File: src/rtl/tow_pkg.sv
// rtl/tow_pkg.sv - shared types and constants for the tug-of-war automated player
// Contents:
//   ap_state_t          player FSM state encoding
//   CUE_PATTERN_DEFAULT Led value treated as the round-start cue
//   LFSR_TAPS           feedback tap mask for x^8+x^6+x^5+x^4+1 (bits 7,5,4,3)
package tow_pkg;

    typedef enum logic [2:0] {
        IDLE    = 3'd0,
        ARM     = 3'd1,
        QUAL    = 3'd2,
        WAIT    = 3'd3,
        PRESS   = 3'd4,
        RELEASE = 3'd5,
        MASH    = 3'd6
    } ap_state_t;

    localparam logic [6:0] CUE_PATTERN_DEFAULT = 7'b1111111;
    localparam logic [7:0] LFSR_TAPS           = 8'hB8;

endpackage

File: src/rtl/auto_player_lfsr.sv
// rtl/auto_player_lfsr.sv - 8-bit Fibonacci LFSR used as the reaction-time jitter source
// Ports:
//   clk  in   game clock
//   rst  in   synchronous active-low reset, loads SEED
//   q    out  current LFSR state, advances every cycle out of reset
module auto_player_lfsr
    import tow_pkg::*;
#(
    parameter logic [7:0] SEED = 8'hA5
) (
    input  logic       clk,
    input  logic       rst,
    output logic [7:0] q
);

    always_ff @(posedge clk) begin
        if (!rst) begin
            q <= SEED;
        end else begin
            q <= {q[6:0], ^(q & LFSR_TAPS)};
        end
    end

endmodule

File: src/rtl/auto_player.sv
// rtl/auto_player.sv - automated tug-of-war opponent reacting to the Led cue
// Ports:
//   clk          in   game clock (500 Hz)
//   rst          in   synchronous active-low reset
//   enable       in   player active; low returns to IDLE next cycle
//   side         in   0 = drive pbl, 1 = drive pbr (latched on IDLE->ARM)
//   mash         in   request repeated pressing
//   Led          in   game LED output being watched
//   pbl, pbr     out  button press outputs
//   busy         out  high in every state except IDLE and ARM
//   press_count  out  presses issued, saturating at 255
//   fake_count   out  cues rejected as too short, saturating at 15
module auto_player
    import tow_pkg::*;
#(
    parameter logic [6:0] CUE_PATTERN  = CUE_PATTERN_DEFAULT,
    parameter int         CUE_MIN      = 4,
    parameter int         REACT_BASE   = 100,
    parameter logic [5:0] JITTER_MASK  = 6'h3F,
    parameter int         PRESS_CYCLES = 25,
    parameter int         MASH_PERIOD  = 40,
    parameter logic [7:0] SEED         = 8'hA5
) (
    input  logic       clk,
    input  logic       rst,
    input  logic       enable,
    input  logic       side,
    input  logic       mash,
    input  logic [6:0] Led,
    output logic       pbl,
    output logic       pbr,
    output logic       busy,
    output logic [7:0] press_count,
    output logic [3:0] fake_count
);

    localparam int QW = $clog2(CUE_MIN + 1);
    localparam int RW = $clog2(REACT_BASE + 64);
    localparam int PW = $clog2(MASH_PERIOD);

    ap_state_t     state, state_n;
    logic [6:0]    led_q;
    logic          match, match_d;
    logic          side_q, side_n;
    logic [QW-1:0] qcnt, qcnt_n;
    logic [RW-1:0] rcnt, rcnt_n;
    logic [PW-1:0] pcnt, pcnt_n;
    logic          press_inc, fake_inc;
    logic          press_sig;
    logic [7:0]    lfsr_q;
    logic [7:0]    jitter;

    auto_player_lfsr #(
        .SEED (SEED)
    ) u_lfsr (
        .clk (clk),
        .rst (rst),
        .q   (lfsr_q)
    );

    assign match  = (led_q == CUE_PATTERN);
    assign jitter = lfsr_q & {2'b00, JITTER_MASK};

    always_comb begin
        state_n   = state;
        side_n    = side_q;
        qcnt_n    = qcnt;
        rcnt_n    = rcnt;
        pcnt_n    = pcnt;
        press_inc = 1'b0;
        fake_inc  = 1'b0;
        case (state)
            IDLE: begin
                if (enable) begin
                    side_n  = side;
                    state_n = ARM;
                end
            end
            ARM: begin
                // Only a rising cue qualifies, so a cue held across entry is ignored
                // until it drops and comes back.
                if (mash) begin
                    state_n   = MASH;
                    pcnt_n    = '0;
                    press_inc = 1'b1;
                end else if (match && !match_d) begin
                    state_n = QUAL;
                    qcnt_n  = QW'(1);
                end
            end
            QUAL: begin
                if (!match) begin
                    fake_inc = 1'b1;
                    state_n  = ARM;
                end else if (qcnt == QW'(CUE_MIN)) begin
                    rcnt_n  = RW'(REACT_BASE) + RW'(jitter);
                    state_n = WAIT;
                end else begin
                    qcnt_n = qcnt + QW'(1);
                end
            end
            WAIT: begin
                // Leaving on the last count makes the press start exactly rcnt
                // cycles after WAIT entry; the cue is no longer watched here.
                if (rcnt <= RW'(1)) begin
                    state_n   = PRESS;
                    pcnt_n    = '0;
                    press_inc = 1'b1;
                end else begin
                    rcnt_n = rcnt - RW'(1);
                end
            end
            PRESS: begin
                if (pcnt == PW'(PRESS_CYCLES - 1)) begin
                    state_n = RELEASE;
                end else begin
                    pcnt_n = pcnt + PW'(1);
                end
            end
            RELEASE: begin
                if (!match) begin
                    state_n = ARM;
                end
            end
            MASH: begin
                // Dropping mash is honoured once the high phase is complete.
                if (!mash && pcnt >= PW'(PRESS_CYCLES - 1)) begin
                    state_n = ARM;
                end else if (pcnt == PW'(MASH_PERIOD - 1)) begin
                    pcnt_n    = '0;
                    press_inc = 1'b1;
                end else begin
                    pcnt_n = pcnt + PW'(1);
                end
            end
            default: state_n = IDLE;
        endcase
        if (!enable) begin
            state_n   = IDLE;
            press_inc = 1'b0;
            fake_inc  = 1'b0;
        end
    end

    always_ff @(posedge clk) begin
        if (!rst) begin
            state       <= IDLE;
            led_q       <= '0;
            match_d     <= 1'b0;
            side_q      <= 1'b0;
            qcnt        <= '0;
            rcnt        <= '0;
            pcnt        <= '0;
            press_count <= '0;
            fake_count  <= '0;
        end else begin
            state   <= state_n;
            led_q   <= Led;
            match_d <= match;
            side_q  <= side_n;
            qcnt    <= qcnt_n;
            rcnt    <= rcnt_n;
            pcnt    <= pcnt_n;
            if (press_inc && press_count != 8'hFF) begin
                press_count <= press_count + 8'd1;
            end
            if (fake_inc && fake_count != 4'hF) begin
                fake_count <= fake_count + 4'd1;
            end
        end
    end

    assign press_sig = (state == PRESS) || (state == MASH && pcnt < PW'(PRESS_CYCLES));
    assign pbl       = press_sig && !side_q;
    assign pbr       = press_sig && side_q;
    assign busy      = (state != IDLE) && (state != ARM);

endmodule

File: config.mk
export PLATFORM = sky130hd
export DESIGN_NAME = auto_player
export DESIGN_NICKNAME = d
export VERILOG_FILES = /design/src/rtl/tow_pkg.sv /design/src/rtl/auto_player_lfsr.sv /design/src/rtl/auto_player.sv
export SDC_FILE = /design/constraint.sdc
export NUM_CORES = 1
export LEC_CHECK = 0
export BUFFER_PORTS_ARGS = -buffer_cell sky130_fd_sc_hd__clkbuf_2
export CORE_MARGIN = 2
export CORE_UTILIZATION = 45
export DETAILED_ROUTE_END_ITERATION = 6
export SLEW_MARGIN = 20
export SYNTH_ARGS = -nofsm -noshare
export SYNTH_HDL_FRONTEND = slang
export SYNTH_SLANG_ARGS = --single-unit
File: constraint.sdc
create_clock -name clk -period 3.15 [get_ports clk]
set_input_delay 0.63 -clock clk [delete_from_list [all_inputs] [get_ports clk]]
set_output_delay 0.63 -clock clk [all_outputs]
set_load 0.01 [all_outputs]
After elaboration in Yosys (flattened, before gate mapping)

Cells that the tools add are included.

ROM bits: 0
Output and inout bits: 15
Latch bits: 0
Register bits after elaboration: 49
Memories kept: 0
RAM bits: 0

Reductions and logical operators: 24
Muxes and demuxes: 33
Shift operators: 0
Magnitude comparators: 3
Divide/modulo/power cells: 0
Bitwise gates (word level): 0
Equal/unequal tests: 28
Multiply operators: 0
$add $sub $neg: 6

Operators by type and width:

| kind                                                               | count |
|---|---|
| two-way mux 3 bit                                                  | 12 |
| two-way mux 6 bit                                                  | 5 |
| != test 2 bit (second input constant)                              | 13 |
| two-way mux 8 bit                                                  | 3 |
| case mux 6 bit (4 select lines)                                    | 1 |
| case mux 3 bit (7 select lines)                                    | 1 |
| case mux 8 bit (2 select lines)                                    | 1 |
| == test 3 bit (second input constant)                              | 4 |
| AND reduction 5 bit                                                | 2 |
| adder 7 x 6 -> 8 bit (first input constant)                        | 1 |
| adder 8 x 1 -> 8 bit (second input constant)                       | 1 |
| less-or-equal comparator 8 x 1 -> 1 bit (second input constant)    | 1 |
| logical AND 1 bit                                                  | 8 |
| two-way mux 1 bit                                                  | 8 |
| != test 8 bit (second input constant)                              | 1 |
| parity 8 bit                                                       | 1 |
| subtractor 8 x 1 -> 8 bit (second input constant)                  | 1 |
| == test 7 bit (second input constant)                              | 1 |
| adder 6 x 1 -> 6 bit (second input constant)                       | 1 |
| == test 3 x 2 -> 1 bit (second input constant)                     | 2 |
| == test 6 x 5 -> 1 bit (second input constant)                     | 1 |
| == test 6 bit (second input constant)                              | 1 |
| greater-or-equal comparator 6 x 5 -> 1 bit (second input constant) | 1 |
| < comparator 6 x 5 -> 1 bit (second input constant)                | 1 |
| 17 further kinds                                                   | 22 |

Logic depth before layout (Yosys ltp)

Word-level depth: 6
Depth in mapped cells: 8
Gate-level depth less buffers: 7

By module

A second synthesis with hierarchy kept.

Cells, all modules: 309
Area, all modules: 2641.3 um^2

Modules (own cells, without submodules):

| module           | cells an instance | area an instance (um^2) | sequential area each (um^2) | instances |
|---|---|---|---|---|
| auto_player      | 290               | 2406.1                  | 820.8                       | 1 |
| auto_player_lfsr | 19                | 235.2                   | 160.2                       | 1 |

Worst setup path after synthesis

OpenSTA, ideal clock, no wires.

Kind: reg-to-reg
From: register state[0]
To: register pcnt[2]
Cell stages (with the launch flop): 8
Arrival: 2.089 ns
Clock period less this slack: 2.160 ns
Path buffers: 2
Library setup time: 0.071 ns
Slack: 0.990 ns
Cell sequence: dfxtp_1 clkbuf_1 inv_1 ha_1 or3_1 buf_2 or4_1 a21oi_1

Longest elaborated chain between the ends: 3
Elaborated cells on any way between the ends: 11
Classes of those cells: eq/ne (8); mux (1); reduce/logical (2)

Ends and longest elaborated chain:

| element                                                                     | RTL line           | source |
|---|---|---|
| start, declared                                                             | auto_player.sv:41  | `ap_state_t state, state_n;` |
| start signal, assigned                                                      | auto_player.sv:157 | `state <= state_n;` |
| == test 3 bit, or another cell as far along                                 | auto_player.sv:72  | `case (state)` |
| nonzero test 4 bit (no source line) / != test 2 bit (equally long branches) | --                 |  |
| AND reduction 5 bit (no source line)                                        | --                 |  |
| end signal, assigned                                                        | auto_player.sv:163 | `pcnt <= pcnt_n;` |
| end, declared                                                               | auto_player.sv:47  | `logic [PW-1:0] pcnt, pcnt_n;` |

Parallel ways exist; a longest one is shown, timed or not.
A chain may end at the register's enable or synchronous reset.

Final worst setup path

From: register state[2]
To: register pcnt[2]

Same word-level chain as after synthesis.

==> results.toml <==
[power]
power_density_mw_per_mm2 = 437
cellLeakagePower_nw = 1.09
ir_drop_uv = 209

[global_route]
grtUsageTotal_pct = 19.3
top_usage_layer = "met2"
m1_gr_usage_pct = 26.4
grt_pass1_vias = 2068
globalRouteOverflowTotal = 0
grt_first_pass_wirelength_um = 9710
largest_net_degree_at_the_start_of_global_routing = 27
grt.met3_usage_pct = 3.96
grt.met2_usage_pct = 29.9
antenna_found_initial = 0

[drt]
drt_iter0_drc = 109
drt_pre_antenna_iters = 4
routedWlPerCell_um = 14.1
post-route-drc-count = 0
ant_nets = 0
avgViaCountPerCell = 5.70
finalWirelength_um = 5600
vias = 2270

[sta]
hold_violations = 0
max_slew.worst_pin.slew_ns = 0.695
final_min_period_over_clock_period_pct = 76.5
fin_skew_ns = 0.00714
min_period_ns = 2.41
number_of_max_slew_violations_in_the_final_report = 0
setup-tns-final_ns = 0
timing.hold.ws_ns = 0.414
fmax_mhz = 415
rsz0062_at_grt = "no"
timing.final.setup_violations = 0
relSlewSlack_pct = 53.1

[die]
die-height_um = 79.6
die_width_um = 79.6
num_io_pins = 27
initial_core_util_pct = 46.7
design.core.area_mm2 = 0.00551
die-area_mm2 = 0.00633
num_rows = 27

[worst_setup_path]
worst_r2r_path_depth = 5
cp_data_required_time_ns = 3.39
worst_ep_arrival_ns = 2.65
setup.worst_path.start_class = "register"
crit_path_end_kind = "register"
worst-setup-path-type = "register to register"
worst-path-max-fanout = 14

[placed_design]
placedCellCount = 389
port-buffer-count = 26
dp_hpwl_um = 3960
placer_s_final_routability_congestion_estimate = 0.852

[synthesis]
synthesis.instances = 303
synthDistinctLibCells = 54
post_syn_area_mm2 = 0.00257
synth_enable_flop_cells = 0
synth.ff_latch_count = 49
avgSynthCellArea_um2 = 8.49
synth_ff_type = "sky130_fd_sc_hd__dfxtp_1"
synth-seq-area-share_pct = 38.2
async_flop_share_pct = 0
yosys_warnings = 0
mappedNetlistNets = 327

[cts]
clock-root-buffer = "sky130_fd_sc_hd__clkbuf_8"
clock_sink_count = 49
ctsHtreeMaxLevel = 2
cts_post_setup_buffers_inserted = 0
cts-buffers-inserted = 5
clk_transition_reported_paths_ns = 0.09
cts.path.max_buffers = 2
cts_hold_buffers = 0
clkLatencyLatePin_ns = 0.30
cts_resized = 0
cts_tree = "yes"

[hold_path]
min-delay-path-class = "register to register"
min_path_cells = 1

[cells_and_area]
area_growth_pct = 12.2
drive_gt1_share_pct = 13.8
mostFrequentLayoutCell = "sky130_fd_sc_hd__dfxtp_1"
finalNonFillerCells = 398
number_of_antenna_diodes = 0
layout.nets = 349
layout.cells.most_common_list = "sky130_fd_sc_hd__dfxtp_1 (49), sky130_fd_sc_hd__clkbuf_2 (26), sky130_fd_sc_hd__a21oi_1 (25), sky130_fd_sc_hd__nor2_1 (22), sky130_fd_sc_hd__nand2_1 (19)"

[outcome]
result_of_the_run = "complete, no violations"

[job]
cap_viol_max_count = 0
synth_stat cells (5+ instances only):
cell | number | area share, %
sky130_fd_sc_hd__nand4_1 | 5 | 1.2
sky130_fd_sc_hd__inv_1 | 11 | 1.6
sky130_fd_sc_hd__ha_1 | 12 | 5.8
sky130_fd_sc_hd__nand2_1 | 19 | 2.8
sky130_fd_sc_hd__dfxtp_1 | 49 | 38
sky130_fd_sc_hd__nor2_1 | 22 | 3.2
sky130_fd_sc_hd__o21a_1 | 5 | 1.5
sky130_fd_sc_hd__nand2b_1 | 6 | 1.5
sky130_fd_sc_hd__or4_1 | 6 | 1.8
sky130_fd_sc_hd__or3_1 | 5 | 1.2
sky130_fd_sc_hd__nand3_1 | 13 | 2.5
sky130_fd_sc_hd__a211oi_1 | 5 | 1.5
sky130_fd_sc_hd__a21oi_1 | 25 | 4.9
sky130_fd_sc_hd__o31ai_1 | 11 | 3.2
sky130_fd_sc_hd__o21ai_0 | 18 | 3.5
sky130_fd_sc_hd__and2_1 | 13 | 3.2
sky130_fd_sc_hd__clkbuf_1 | 10 | 1.5
worst max-delay path, cell delays in order, from the launching register on:
cell and delay (ns):
sky130_fd_sc_hd__dfxtp_1 0.57, sky130_fd_sc_hd__nand3b_1 0.47, sky130_fd_sc_hd__a31oi_1 0.15, sky130_fd_sc_hd__or3_1 0.49, sky130_fd_sc_hd__or4_1 0.54, sky130_fd_sc_hd__a21oi_1 0.13
power breakdown:
group | internal [W] | leakage (nW) | switching [W]
sequential | 0.000636 | 0.400 | 0.0000141
clock | 0.000315 | 0.0681 | 0.000213
combinational | 0.0000366 | 0.624 | 0.0000461
total | 0.000988 | 1.09 | 0.000273
per-layer routing:
layer  wire (um)  part of all wire (%)
met2        2590                    46
met3         146                   2.6
met4          38                  0.68
met1        2830                    50
met5           0                     0
registers in the layout, summed over array words and instances, names as in the netlist:
signal	count
press_count	8
rcnt	8
u_lfsr.q	8
led_q	7
pcnt	6
fake_count	4
qcnt	3
state	3
match_d	1
side_q	1
per-stage QoR:
stage	utilization [%]	cell area [um2]	total power, W	setup WS [ns]
6_report	52.4	2880	0.00126	0.739
5_1_grt	52.4	2880	0.00132	0.550
4_1_cts	52.2	2880	0.00128	0.765
3_5_place_dp	49.8	2740	0.000747	0.785
3_3_place_gp	49.8	2740	0.000746	0.846
2_1_floorplan	-	2570	0.000720	0.990
path summary, 6_finish.rpt:
kind                             startpoint          end  slack, ns
worst max-delay path               state[2]      pcnt[2]       0.74
worst min-delay path            u_lfsr.q[6]  u_lfsr.q[7]       0.41
worst max register to register     state[2]      pcnt[2]       0.74
worst min register to register  u_lfsr.q[6]  u_lfsr.q[7]       0.41
kinds of logic (layout without fill, tap and decap cells):
kind of cell | after synthesis | count (layout) | synth area share (%)
buffers and inverters | 26 | 49 | 4.23
adders and majority gates | 12 | 12 | 5.84
AOI/OAI and AO/OA | 87 | 87 | 21.7
and+or+nand+nor | 120 | 120 | 26.8
DFF | 49 | 49 | 38.2
muxes | 4 | 4 | 1.56
xor gates and xnor gates | 5 | 5 | 1.70
final cells by class:
type / instances / area, um2
Clock buffer: 5 / 68.8
Clock inverter: 3 / 65.1
Fill cell: 545 / 2620
Inverter: 12 / 45.0
Multi-Input combinational cell: 228 / 1480
Sequential cell: 49 / 981
Tap cell: 72 / 90.1
Timing Repair Buffer: 29 / 153
(Power assumes the default switching activity.)
